**src/rtl/spi_reg_slave.sv**
```systemverilog
// spi_reg_slave: SPI mode-0 slave with an auto-incrementing register file.
// All SPI pins are oversampled in the clk domain. The first word of a frame is
// a command (MSB = write, low bits = start address); the following words are
// burst data written to, or read from, consecutive registers.
module spi_reg_slave #(
    parameter int WORD_W      = 8,
    parameter int NUM_REGS    = 16,
    parameter int SYNC_STAGES = 2
) (
    input  logic                               clk,
    input  logic                               rst,
    input  logic                               SCLK,
    input  logic                               SSEL,
    input  logic                               MOSI,
    output logic                               MISO,
    output logic [NUM_REGS*WORD_W-1:0]         regs_o,
    output logic                               wr_stb,
    output logic [$clog2(NUM_REGS)-1:0]        wr_addr,
    output logic                               xfer_done
);

    localparam int ADDR_W = $clog2(NUM_REGS);
    localparam int CNT_W  = $clog2(WORD_W);
    localparam logic [CNT_W-1:0] CNT_LAST = CNT_W'(WORD_W - 1);

    typedef enum logic [1:0] {IDLE, CMD, WDATA, RDATA} state_t;

    logic [SYNC_STAGES-1:0] sclk_sync_reg;
    logic [SYNC_STAGES-1:0] ssel_sync_reg;
    logic [SYNC_STAGES-1:0] mosi_sync_reg;
    logic                   sclk_prev_reg;
    logic                   ssel_prev_reg;

    state_t                 state_reg;
    logic [CNT_W-1:0]       bit_cnt_reg;
    logic [WORD_W-2:0]      rx_reg;
    logic [WORD_W-1:0]      tx_reg;
    logic [ADDR_W-1:0]      addr_reg;
    logic [WORD_W-1:0]      regs_mem [NUM_REGS];
    logic                   wr_stb_reg;
    logic [ADDR_W-1:0]      wr_addr_reg;
    logic                   xfer_done_reg;

    logic                   sclk_s;
    logic                   ssel_s;
    logic                   mosi_s;
    logic                   sclk_rise;
    logic                   sclk_fall;
    logic                   ssel_rise;
    logic [WORD_W-1:0]      word_next;

    assign sclk_s    = sclk_sync_reg[SYNC_STAGES-1];
    assign ssel_s    = ssel_sync_reg[SYNC_STAGES-1];
    assign mosi_s    = mosi_sync_reg[SYNC_STAGES-1];
    assign sclk_rise = sclk_s & ~sclk_prev_reg;
    assign sclk_fall = ~sclk_s & sclk_prev_reg;
    assign ssel_rise = ssel_s & ~ssel_prev_reg;
    // Word as it stands once the current rise's bit is shifted in
    assign word_next = {rx_reg, mosi_s};

    // Synchronise the SPI pins and keep one extra sample for edge detection
    always_ff @(posedge clk or posedge rst) begin
        if (rst) begin
            sclk_sync_reg <= '0;
            ssel_sync_reg <= '0;
            mosi_sync_reg <= '0;
            sclk_prev_reg <= 1'b0;
            ssel_prev_reg <= 1'b0;
        end else begin
            sclk_sync_reg <= {sclk_sync_reg[SYNC_STAGES-2:0], SCLK};
            ssel_sync_reg <= {ssel_sync_reg[SYNC_STAGES-2:0], SSEL};
            mosi_sync_reg <= {mosi_sync_reg[SYNC_STAGES-2:0], MOSI};
            sclk_prev_reg <= sclk_s;
            ssel_prev_reg <= ssel_s;
        end
    end

    // Frame FSM, shift registers, register file and strobes
    always_ff @(posedge clk or posedge rst) begin
        if (rst) begin
            state_reg     <= IDLE;
            bit_cnt_reg   <= '0;
            rx_reg        <= '0;
            tx_reg        <= '0;
            addr_reg      <= '0;
            wr_stb_reg    <= 1'b0;
            wr_addr_reg   <= '0;
            xfer_done_reg <= 1'b0;
            for (int i = 0; i < NUM_REGS; i++) begin
                regs_mem[i] <= '0;
            end
        end else begin
            wr_stb_reg    <= 1'b0;
            xfer_done_reg <= 1'b0;
            if (!ssel_s) begin
                // Deselect overrides any SCLK edge seen in the same cycle;
                // a partial word is simply dropped with the counters.
                if (state_reg != IDLE) begin
                    xfer_done_reg <= 1'b1;
                end
                state_reg   <= IDLE;
                bit_cnt_reg <= '0;
                rx_reg      <= '0;
                tx_reg      <= '0;
            end else if (state_reg == IDLE) begin
                // A coincident SCLK rise is ignored; counting starts clean
                if (ssel_rise) begin
                    state_reg   <= CMD;
                    bit_cnt_reg <= '0;
                end
            end else begin
                if (sclk_rise) begin
                    rx_reg <= word_next[WORD_W-2:0];
                    if (bit_cnt_reg == CNT_LAST) begin
                        bit_cnt_reg <= '0;
                        case (state_reg)
                            CMD: begin
                                addr_reg  <= word_next[ADDR_W-1:0];
                                state_reg <= word_next[WORD_W-1] ? WDATA : RDATA;
                            end
                            WDATA: begin
                                regs_mem[addr_reg] <= word_next;
                                wr_stb_reg         <= 1'b1;
                                wr_addr_reg        <= addr_reg;
                                addr_reg           <= addr_reg + 1'b1;
                            end
                            RDATA: begin
                                addr_reg <= addr_reg + 1'b1;
                            end
                            default: begin
                                state_reg <= IDLE;
                            end
                        endcase
                    end else begin
                        bit_cnt_reg <= bit_cnt_reg + 1'b1;
                    end
                end
                // Reload at a word boundary so the MSB is ready before the next rise
                if (sclk_fall) begin
                    if (bit_cnt_reg == '0) begin
                        tx_reg <= regs_mem[addr_reg];
                    end else begin
                        tx_reg <= {tx_reg[WORD_W-2:0], 1'b0};
                    end
                end
            end
        end
    end

    generate
        for (genvar gi = 0; gi < NUM_REGS; gi++) begin : g_regs_out
            assign regs_o[gi*WORD_W +: WORD_W] = regs_mem[gi];
        end
    endgenerate

    assign MISO      = (state_reg == RDATA) & tx_reg[WORD_W-1];
    assign wr_stb    = wr_stb_reg;
    assign wr_addr   = wr_addr_reg;
    assign xfer_done = xfer_done_reg;

endmodule
```
**config.mk**
```make
export PLATFORM = sky130hd
export DESIGN_NAME = spi_reg_slave
export DESIGN_NICKNAME = d
export VERILOG_FILES = /design/src/rtl/spi_reg_slave.sv
export SDC_FILE = /design/constraint.sdc
export NUM_CORES = 1
export LEC_CHECK = 0
export ABC_AREA = 1
export CORE_ASPECT_RATIO = 1.2
export CORE_UTILIZATION = 30
export DETAILED_ROUTE_END_ITERATION = 8
export SLEW_MARGIN = 40
export SYNTH_ARGS = -nofsm -noshare
export SYNTH_HDL_FRONTEND = slang
export SYNTH_SLANG_ARGS = --single-unit
export TNS_END_PERCENT = 1
```
**constraint.sdc**
```tcl
create_clock -name clk -period 6.2 [get_ports clk]
set_input_delay 1.24 -clock clk [delete_from_list [all_inputs] [get_ports clk]]
set_output_delay 1.24 -clock clk [all_outputs]
set_load 0.05 [all_outputs]
```
==> qor_table.md <==
| Group | Metric | Reported |
| --- | --- | --- |
| routing | Total number of vias | 6,803 |
| cells and area | Number of flip-flops in the largest register | 128 |
| routing | Average wire per cell in the routed design | 16.6 µm |
| routing | Detailed Route WL | 23,900 µm |
| logic synthesis | Syn Area/Cell | 7.88 µm² |
| floorplan | Floorplan die area | 26,500 µm² |
| cells and area | Layout cell share with drive strength beyond 1 | 5.41% |
| logic synthesis | Synthesized area | 7760 µm² |
| worst setup path | Critical path arrival | 1.98 ns |
| routing | 1st-iter DRT viols | 537 |
| place | Routability congestion estimate | 0.806 |
| floorplan | Cell Rows | 64 |
| power | Power Density | 233 nW/µm² |
| routing | Remaining routing DRC violations | 0 |
| routing | Post-detailed-route count of antenna-violating nets | 0 |
| logic synthesis | Simple-gate share of the synthesized area | 24.9% |
| power | Maximum ir drop on the vdd rail | 0.000188 V |
| worst setup path | Nature of the critical path endpoint | output pin |
| routing | Length of the first detailed-routing pass in iterations | 7 |
| logic synthesis | Count of different cell masters after synthesis | 27 |
| global routing | GRT Total Usage | 18.7% |
| logic synthesis | Main flop type after synthesis | dfrtp_1 |
| cells and area | Commonest non-fill, non-tap cell in the layout | nand2_1 |
| sta | TNS Setup | 0 ns |
| worst setup path | Largest fanout of any net on the critical path | 10 |
| sta | RSZ-0062 raised after global routing | false |
| hold path | Hold path startpoint | mosi_sync_reg[0] |
| place | Final HPWL from detailed placement | 16,300 µm |
| cells and area | Top library cells by usage in the layout, fill and taps aside | nand2_1, dfrtp_1, clkdlybuf4s50_1 |
| global routing | Overflow left after global routing | 0 |
| routing | Number of vias per cell | 4.72 |
| logic synthesis | Number of synthesized flops with an enable pin | 0 |
| sta | Fmax | 311 MHz |
| logic synthesis | Register bit count reported by yosys | 166 |
| logic synthesis | Xor/xnor cell area share of the yosys netlist | 0.113% |
| power | Leakage power total | 0.00452 µW |
| clocking | Number of buffers inserted to repair setup after CTS | 0 |
| global routing | Number of antenna violations at the first check in global routing | 0 |
| outcome | Outcome | completed |
| clocking | Clock net sink count | 166 |
| worst setup path | CP Launch Type | flop |
| logic synthesis | Main combinational cell family by area after synthesis | simple AND/OR/NAND/NOR gates |
| clocking | Resized cells post-CTS | 0 |
| cells and area | Area growth from synthesis to layout | 28.4% |
| hold path | Path type of the worst min-delay path | flop to flop |
| logic synthesis | Proportion of synthesized area in mux cells | 0% |
| worst setup path | Setup Crit Path Kind | flop to output pin |
| logic synthesis | Post-synthesis net count | 998 |
| global routing | Number of global-route vias before repair | 6,283 |
| floorplan | Floorplan die height | 178 µm |
| clocking | Max clock buf depth | 2 |
| clocking | Worst-skew pair later-pin latency | 0.44 ns |
| cells and area | Layout Nets | 1,110 |
| worst setup path | Startpoint of the worst setup timing path | state_reg[1] |
| floorplan | Horiz. Die Dim | 149 µm |
| cells and area | Final std cell area, no fill | 9970 µm² |
| sta | Portion of the clock cycle consumed by the worst path in the final layout | 51.9% |
| logic synthesis | Yosys warning total | 0 |
| floorplan | Starting utilization of the core area | 30.5% |
| logic synthesis | Ys async rst share | 100% |
| sta | Setup-failing EPs final | 0 |
| logic synthesis | Gate count after technology mapping | 985 |
| clocking | Clock-pin slew reported for the worst setup and hold paths after clock tree synthesis | 0.07 ns |
| global routing | First-pass GRT wire length | 36,800 µm |
| logic synthesis | Sequential area share after synthesis | 53.5% |
| place | Input/output buffers | 139 |
| logic synthesis | Share of the synthesized area in compound gates (AO/OA/AOI/OAI) | 11.8% |
| sta | Shortest period the worst path allows | 3.22 ns |
| cells and area | ANT cells | 0 |
| place | Instance area after placement | 9390 µm² |
| logic synthesis | Adder-cell share of the synthesized area | 1.29% |
| clocking | CTS tree | yes |
| clocking | H-tree lvl count | 4 |
| sta | Number of hold-slack violations in the final timing report | 0 |
| clocking | Total clock buffers created by CTS | 17 |
| sta | Worst rel slew slack | 43.5% |
| cells and area | Fill cells | 2,606 |
| sta | Worst-margin pin slew | 0.847 ns |
| global routing | Maximum number of pins on one net before global-route repair | 75 |
| sta | Final Slew Violations | 0 |
| worst setup path | Critical path data required time | 4.96 ns |
| floorplan | Placeable core region | 25,500 µm² |
| flow run | Max_cap viols | 0 |
| floorplan | Number of primary I/O pins | 140 |
| clocking | Clock tree root buffer cell | clkbuf_16 |
| sta | Worst Skew | 0.0124 ns |
| worst setup path | Critical R2R Launch | state_reg[1] |
| clocking | Post-CTS Hold Buffers | 0 |
==> power by group <==
| group | internal, µW | switching [µW] | total, µW | leakage (µW) |
|---|---|---|---|---|
| logic | 44.1 | 133 | 177 | 0.00196 |
| clock network | 570 | 460 | 1030 | 0.000269 |
| registers | 1100 | 14.3 | 1120 | 0.00230 |
| total | 1720 | 607 | 2320 | 0.00452 |
==> per-layer routing <==
metal	vias to the layer above	wire length (µm)	track usage (%)
met5	-	0	0
met1	3228	10800	25.4
li1	3335	-	-
met3	23	1150	2.74
met4	0	335	5.70
met2	217	11600	30.7
==> per-stage QoR <==
| stage | instances | utilization (%) | hold WS, ns | worst slack [ns] | total power [µW] |
|---|---|---|---|---|---|
| global placement | 1408 | 36.9 | 0.333 | 3.18 | 1310 |
| floorplan | 985 | - | 0.331 | 0.470 | 1270 |
| finish | 1440 | 39.1 | 0.347 | 2.98 | 2320 |
| detailed placement | 1408 | 36.9 | 0.336 | 3.18 | 1320 |
| CTS | 1440 | 39.1 | 0.351 | 2.91 | 2350 |
| global route | 1440 | 39.1 | 0.355 | 2.87 | 2410 |
==> final timing paths <==
path | endpoint | slack (ns) | cells past startpoint
max in group asynchronous | regs_o[10] | 3.71 | 3
min in group asynchronous | regs_o[80] | 1.28 | 2
worst min-delay path | mosi_sync_reg[1] | 0.35 | 0
worst max register to register | regs_o[104] | 3.88 | 9
worst min register to register | mosi_sync_reg[1] | 0.35 | 0
worst max-delay path | MISO | 2.98 | 3
==> cell usage after synthesis (2+ instances only) <==
| cell | n | area [µm²] |
|---|---|---|
| nand2_1 | 353 | 1330 |
| dfrtp_1 | 166 | 4150 |
| inv_1 | 109 | 409 |
| o21ai_0 | 88 | 440 |
| nand3_1 | 75 | 375 |
| o21ai_1 | 70 | 350 |
| clkbuf_1 | 26 | 97.6 |
| nor2_1 | 22 | 82.6 |
| buf_2 | 19 | 95.1 |
| nand2_2 | 9 | 56.3 |
| ha_1 | 8 | 100 |
| o21bai_1 | 8 | 60.1 |
| o22ai_1 | 7 | 43.8 |
| buf_1 | 6 | 22.5 |
| nor2_2 | 3 | 18.8 |
| a21oi_1 | 2 | 10.0 |
| inv_2 | 2 | 7.51 |
| nor2_8 | 2 | 40.0 |
| nor3_1 | 2 | 10.0 |
==> area by class of cell <==
cell class / instances / area, µm² / share of cell area (%)
sequential: 166 / 4160 / 41.7
multi-input combinational: 655 / 2970 / 29.8
timing repair buffer: 145 / 1440 / 14.4
clock buffer: 20 / 447 / 4.48
inverter: 112 / 425 / 4.27
tap: 330 / 413 / 4.14
clock inverter: 12 / 121 / 1.22
==> cell families (layout without fill, tap and decap cells) <==
logic type,after synthesis,in the layout
compound gates,177,177
xor+xnor,1,1
fa+ha+maj,8,8
buf+inv,164,289
flops,166,166
simple gates,469,469
==> critical path: stages (launching register included) <==
cell	delay, ns
dfrtp_1	0.41
inv_2	0.10
nor2_1	0.20
clkdlybuf4s50_1	0.84
Note: power is estimated with default switching activity, not from simulation.
==> edit 1: new RTL, config.mk and constraints unchanged <==
Change the parameter `NUM_REGS` from 16 to 32.
--- a/src/rtl/spi_reg_slave.sv
+++ b/src/rtl/spi_reg_slave.sv
@@ -5,5 +5,5 @@
 module spi_reg_slave #(
     parameter int WORD_W      = 8,
-    parameter int NUM_REGS    = 16,
+    parameter int NUM_REGS    = 32,
     parameter int SYNC_STAGES = 2
 ) (
Interface: changed (resized regs_o and wr_addr); port bits go from 140 to 269. The function was not compared with the original's and may differ.
==> edit 1 against the unedited design <==
Combinational power grew 46%. Via count rose by 90%. Wire length increased by 120%. Setup slack got worse by 0.40 ns. Cell area grew 83%. Synthesized area rose by 79%. Die area is 78% higher. Synthesized cell count rose by 85%. Largest power group is now the clock network. Sequential power up 77%. Largest cell class unchanged. Total power up 83%. Sequential cell count increased by 130. Critical path type unchanged.
==> edit 1: results <==
group,metric,value,unit
critical_path,cp-endpoint,"MISO",
placement,dp.cells,2600,
critical_path,reg2reg_to,"tx_reg[0]$_DFFE_PP0P_",
worst_hold_path,holdPathStages,0,
clocking,cts.repair.resized,0,
critical_path,timing.rr.start,"addr_reg[0]$_DFFE_PP0P_",
logic_synthesis,yosysMostFrequentCell,"nand2_1",
cells_and_area,drive_gt1_frac,0.0449,
logic_synthesis,yosysWarnings,0,
critical_path,cp_data_arrival_time,2.37,ns
cells_and_area,finalNetCount,2039,
pwr,ir_drop,0.131,mV
global_routing,grt_max_degree,102,
logic_synthesis,yosys-top-cells-area,"dfrtp_1 (53%), nand2_1 (19%), o21ai_0 (11%), inv_1 (4.6%), nand3_1 (3.5%)",
logic_synthesis,syn_area_per_cell,7.63,um2
logic_synthesis,synth_ff_type,"dfrtp_1",
routing,first_pass_iters,9,
timing,worst_slew_pin_slew,0.846,ns
worst_hold_path,min_to,"mosi_sync_reg[1]$_DFF_PP0_",
critical_path,critPathLaunch,"state_reg[1]$_DFFE_PP0P_",
logic_synthesis,synthTopCellsByCount,"nand2_1 (690), o21ai_0 (315), dfrtp_1 (296)",
placement,dp_hpwl,35800,um
worst_hold_path,worstHoldStart,"mosi_sync_reg[0]$_DFF_PP0_",
logic_synthesis,async_reset_ff_frac,1.00,
global_routing,grt_usage,0.220,
logic_synthesis,ys_types,23,
clocking,htreeDepth,2,
cells_and_area,final_cell_area,18200,um2
critical_path,rr_worst_depth,10,
timing,finalClockSkew,0.0253,ns
clocking,cts_buffer_depth,3,
critical_path,reg2reg_slack,2.98,ns
cells_and_area,largest_reg_flops,256,
clocking,post_cts_buffers,0,
placement,gp_congestion,0.883,
cells_and_area,fill_cells,4693,
global_routing,antenna_found_initial,1,
pwr,p_leak,8.08,nW
routing,wl_per_cell,19.5,um
critical_path,crit_type,"flip-flop to output pin",
clocking,cts_buffers,34,
global_routing,grt_pass1_vias,12500,
critical_path,crit_path_max_fanout,12,
pwr,switchingPower,1.02,mW
placement,placed_area,17100,um2
logic_synthesis,synth-seq-area-share,0.534,
logic_synthesis,synth_fp_nets,1832,
routing,vias_per_cell,4.86,
clocking,ctsRootBufferMaster,"clkbuf_16",
routing,drt_iter0_markers,912,
clocking,clk_latency,0.53,ns
global_routing,grt_pass1_wl,77400,um
run_status,status,"complete, no violations",
clocking,path_clk_slew,0.05,ns
cells_and_area,final_cells,2659,
placement,io_buffers,268,
worst_hold_path,min_path_type,"flip-flop to flip-flop",
timing,holdWs,0.349,ns
## edit 1: cell types whose count changed after synthesis, moves of 48 or more
| cell | delta |
|---|---|
| dfrtp_1 | +130 |
| clkbuf_1 | +48 |
| inv_1 | +61 |
| o21ai_1 | -69 |
| nand2_1 | +337 |
| nor2_1 | +65 |
| o21ai_0 | +227 |
## edit 1: cell families after synthesis
group | synth area share
flops | 0.534
compound gates | 0.125
fa+ha+maj | 0.00631
xor+xnor | 0.000631
simple gates | 0.255
buf+inv | 0.0801
## edit 1: per-layer routing
metal  global-route usage  part of all wire  up-vias
li1                     -                 -     6134
met1                0.281              0.42     6224
met2                0.374              0.49      470
met3               0.0311             0.059       98
met4               0.0846             0.035        0
met5                    0                 0        -
## edit 1: power by group through the flow
stage          clock network, mW  logic, mW  registers (mW)
4_1_cts                     2.07      0.260            1.97
6_report                    2.03      0.258            1.98
2_1_floorplan                  0      0.177            2.01
3_5_place_dp                   0      0.259            2.01
3_3_place_gp                   0      0.253            2.01
5_1_grt                     2.14      0.289            1.98
## edit 1: metrics by stage
step,setup slack [ns],power [mW]
2_1_floorplan,1.03,2.18
3_3_place_gp,3.05,2.26
3_5_place_dp,3.01,2.27
4_1_cts,2.56,4.31
5_1_grt,2.50,4.41
6_report,2.59,4.26
## edit 1: cell type report
cell class | instances | share of cell area
inverters | 173 | 0.0362
diodes | 1 | 0.000137
well taps | 609 | 0.0418
clock buffers | 52 | 0.0582
clock inverters | 6 | 0.00364
flip-flops and latches | 296 | 0.407
repair buffers | 283 | 0.156
multi-input cells | 1239 | 0.297
## edit 1: critical path: stages (launching register included)
cell and delay, ns:
dfrtp_1 0.57, inv_1 0.22, nor2_1 0.22, clkdlybuf4s50_1 0.85
==> edit 2: new RTL, same settings <==
Made on the original files. Reset style: synchronous (`rst`), changed in 2 clocked blocks.
--- a/src/rtl/spi_reg_slave.sv
+++ b/src/rtl/spi_reg_slave.sv
@@ -60,5 +60,5 @@
 
     // Synchronise the SPI pins and keep one extra sample for edge detection
-    always_ff @(posedge clk or posedge rst) begin
+    always_ff @(posedge clk) begin
         if (rst) begin
             sclk_sync_reg <= '0;
@@ -77,5 +77,5 @@
 
     // Frame FSM, shift registers, register file and strobes
-    always_ff @(posedge clk or posedge rst) begin
+    always_ff @(posedge clk) begin
         if (rst) begin
             state_reg     <= IDLE;
Behaviour: not the same (a bounded check fails within 10 cycles, from zero or initial values and one cycle with rst high; the reset may be asserted at any time).
==> edit 2 against the unedited design <==
Setup slack got worse by 0.060 ns. Clock power decreased by 4%. Sequential power increased by 17%. Wire length increased by 0.83%. Sequential cell count increased by 4. Hold slack improved by 0.057 ns. Synthesized area increased by 1.4%. Cell area increased by 1.5%. Total power increased by 12%. Highest routed layer unchanged.
==> edit 2: results <==
group,metric,value,unit
run_status,status,"complete, no violations",
cells_and_area,buffers,144,
logic_synthesis,synth-seq-area-share,0.595,
critical_path,rr_worst_depth,11,
cells_and_area,utilization,0.395,
timing,max_clock_freq,0.305,GHz
cells_and_area,finalNetCount,1005,
cells_and_area,multi_input_area,2660,um2
routing,vias_per_cell,4.73,
global_routing,grt_util_met3,0.0241,
logic_synthesis,synth-edff-count,128,
global_routing,grt_max_degree,69,
cells_and_area,area_delta_synth_final,28.5,%
pwr,powerDensity,257,nW/um2
cells_and_area,fill_cells,2564,
global_routing,grt_usage,0.181,
logic_synthesis,yosys-top-cells-area,"edfxtp_1 (49%), dfxtp_1 (11%), nand2_1 (9.8%), nor2_1 (6.9%), nand3_1 (5.5%)",
cells_and_area,drive_gt1_frac,0.0915,
routing,vias,6315,
routing,drt_iter0_markers,580,
global_routing,grt_pass1_wl,35600,um
critical_path,reg2reg_slack,3.29,ns
placement,placed_area,9570,um2
global_routing,grtUsageMet1,0.233,
timing,holdWs,0.404,ns
placement,gp_congestion,0.811,
cells_and_area,clockBufferCount,21,
logic_synthesis,ys_types,26,
cells_and_area,ff_latch_area,4690,um2
routing,wl_per_cell,18.0,um
logic_synthesis,synthTopCellsByCount,"nand2_1 (206), nor2_1 (144), edfxtp_1 (128)",
worst_hold_path,holdPathStages,2,
pwr,ir_drop,0.189,mV
placement,dp.cells,1304,
logic_synthesis,synth_ff_type,"edfxtp_1",
global_routing,grt_pass1_vias,6003,
logic_synthesis,async_reset_ff_frac,0,
logic_synthesis,synth_fp_nets,883,
critical_path,cp_data_arrival_time,2.04,ns
clocking,clock_sinks,170,
timing,finalClockSkew,0.00917,ns
routing,first_pass_iters,5,
edit 2: changes by cell type after synthesis, sizes merged, moves of 9 or more:
cell	delta
buf	-19
clkinv	+9
edfxtp	+128
o21ai	-123
nand2	-139
nor2	+133
a21oi	+26
nand3	+11
dfrtp	-166
inv	-19
dfxtp	+42
edit 2: logic make-up after synthesis:
kind of cell    after synthesis  synth area share
simple gates                480             0.277
flops                       170             0.595
buf+inv                     143            0.0688
compound gates               70            0.0464
fa+ha+maj                     7            0.0111
xor+xnor                      1           0.00111
edit 2: path summary, 6_finish.rpt:
check,start,endpoint
setup reg to reg,flip-flop,tx_reg[7]$_SDFFE_PP0P_
setup / recovery,state_reg[1]$_SDFFE_PP0P_,MISO
hold reg to reg,ssel_sync_reg[0]$_SDFF_PP0_,ssel_sync_reg[1]$_SDFF_PP0_
hold / removal,ssel_sync_reg[0]$_SDFF_PP0_,ssel_sync_reg[1]$_SDFF_PP0_
edit 2: layer usage:
layer / part of all wire / up-vias
li1: - / 3040
met1: 0.42 / 2987
met2: 0.49 / 254
met3: 0.067 / 34
met4: 0.024 / 0
met5: 0 / -
edit 2: report_power, final:
group | internal, mW | total [mW] | switching [mW]
logic | 0.0896 | 0.311 | 0.221
clock network | 0.542 | 0.985 | 0.443
registers | 1.27 | 1.31 | 0.0397
edit 2: worst reg2reg max path, cell delays in order, from the launching register on:
cell	delay, ns
dfxtp_2	0.32
buf_4	0.55
clkinv_1	0.64
buf_4	0.46
nand2_1	0.13
nand2_1	0.09
nand2_1	0.07
nand3_1	0.09
nand3_1	0.13
nand3_1	0.08
nand2_1	0.13
a21oi_1	0.08
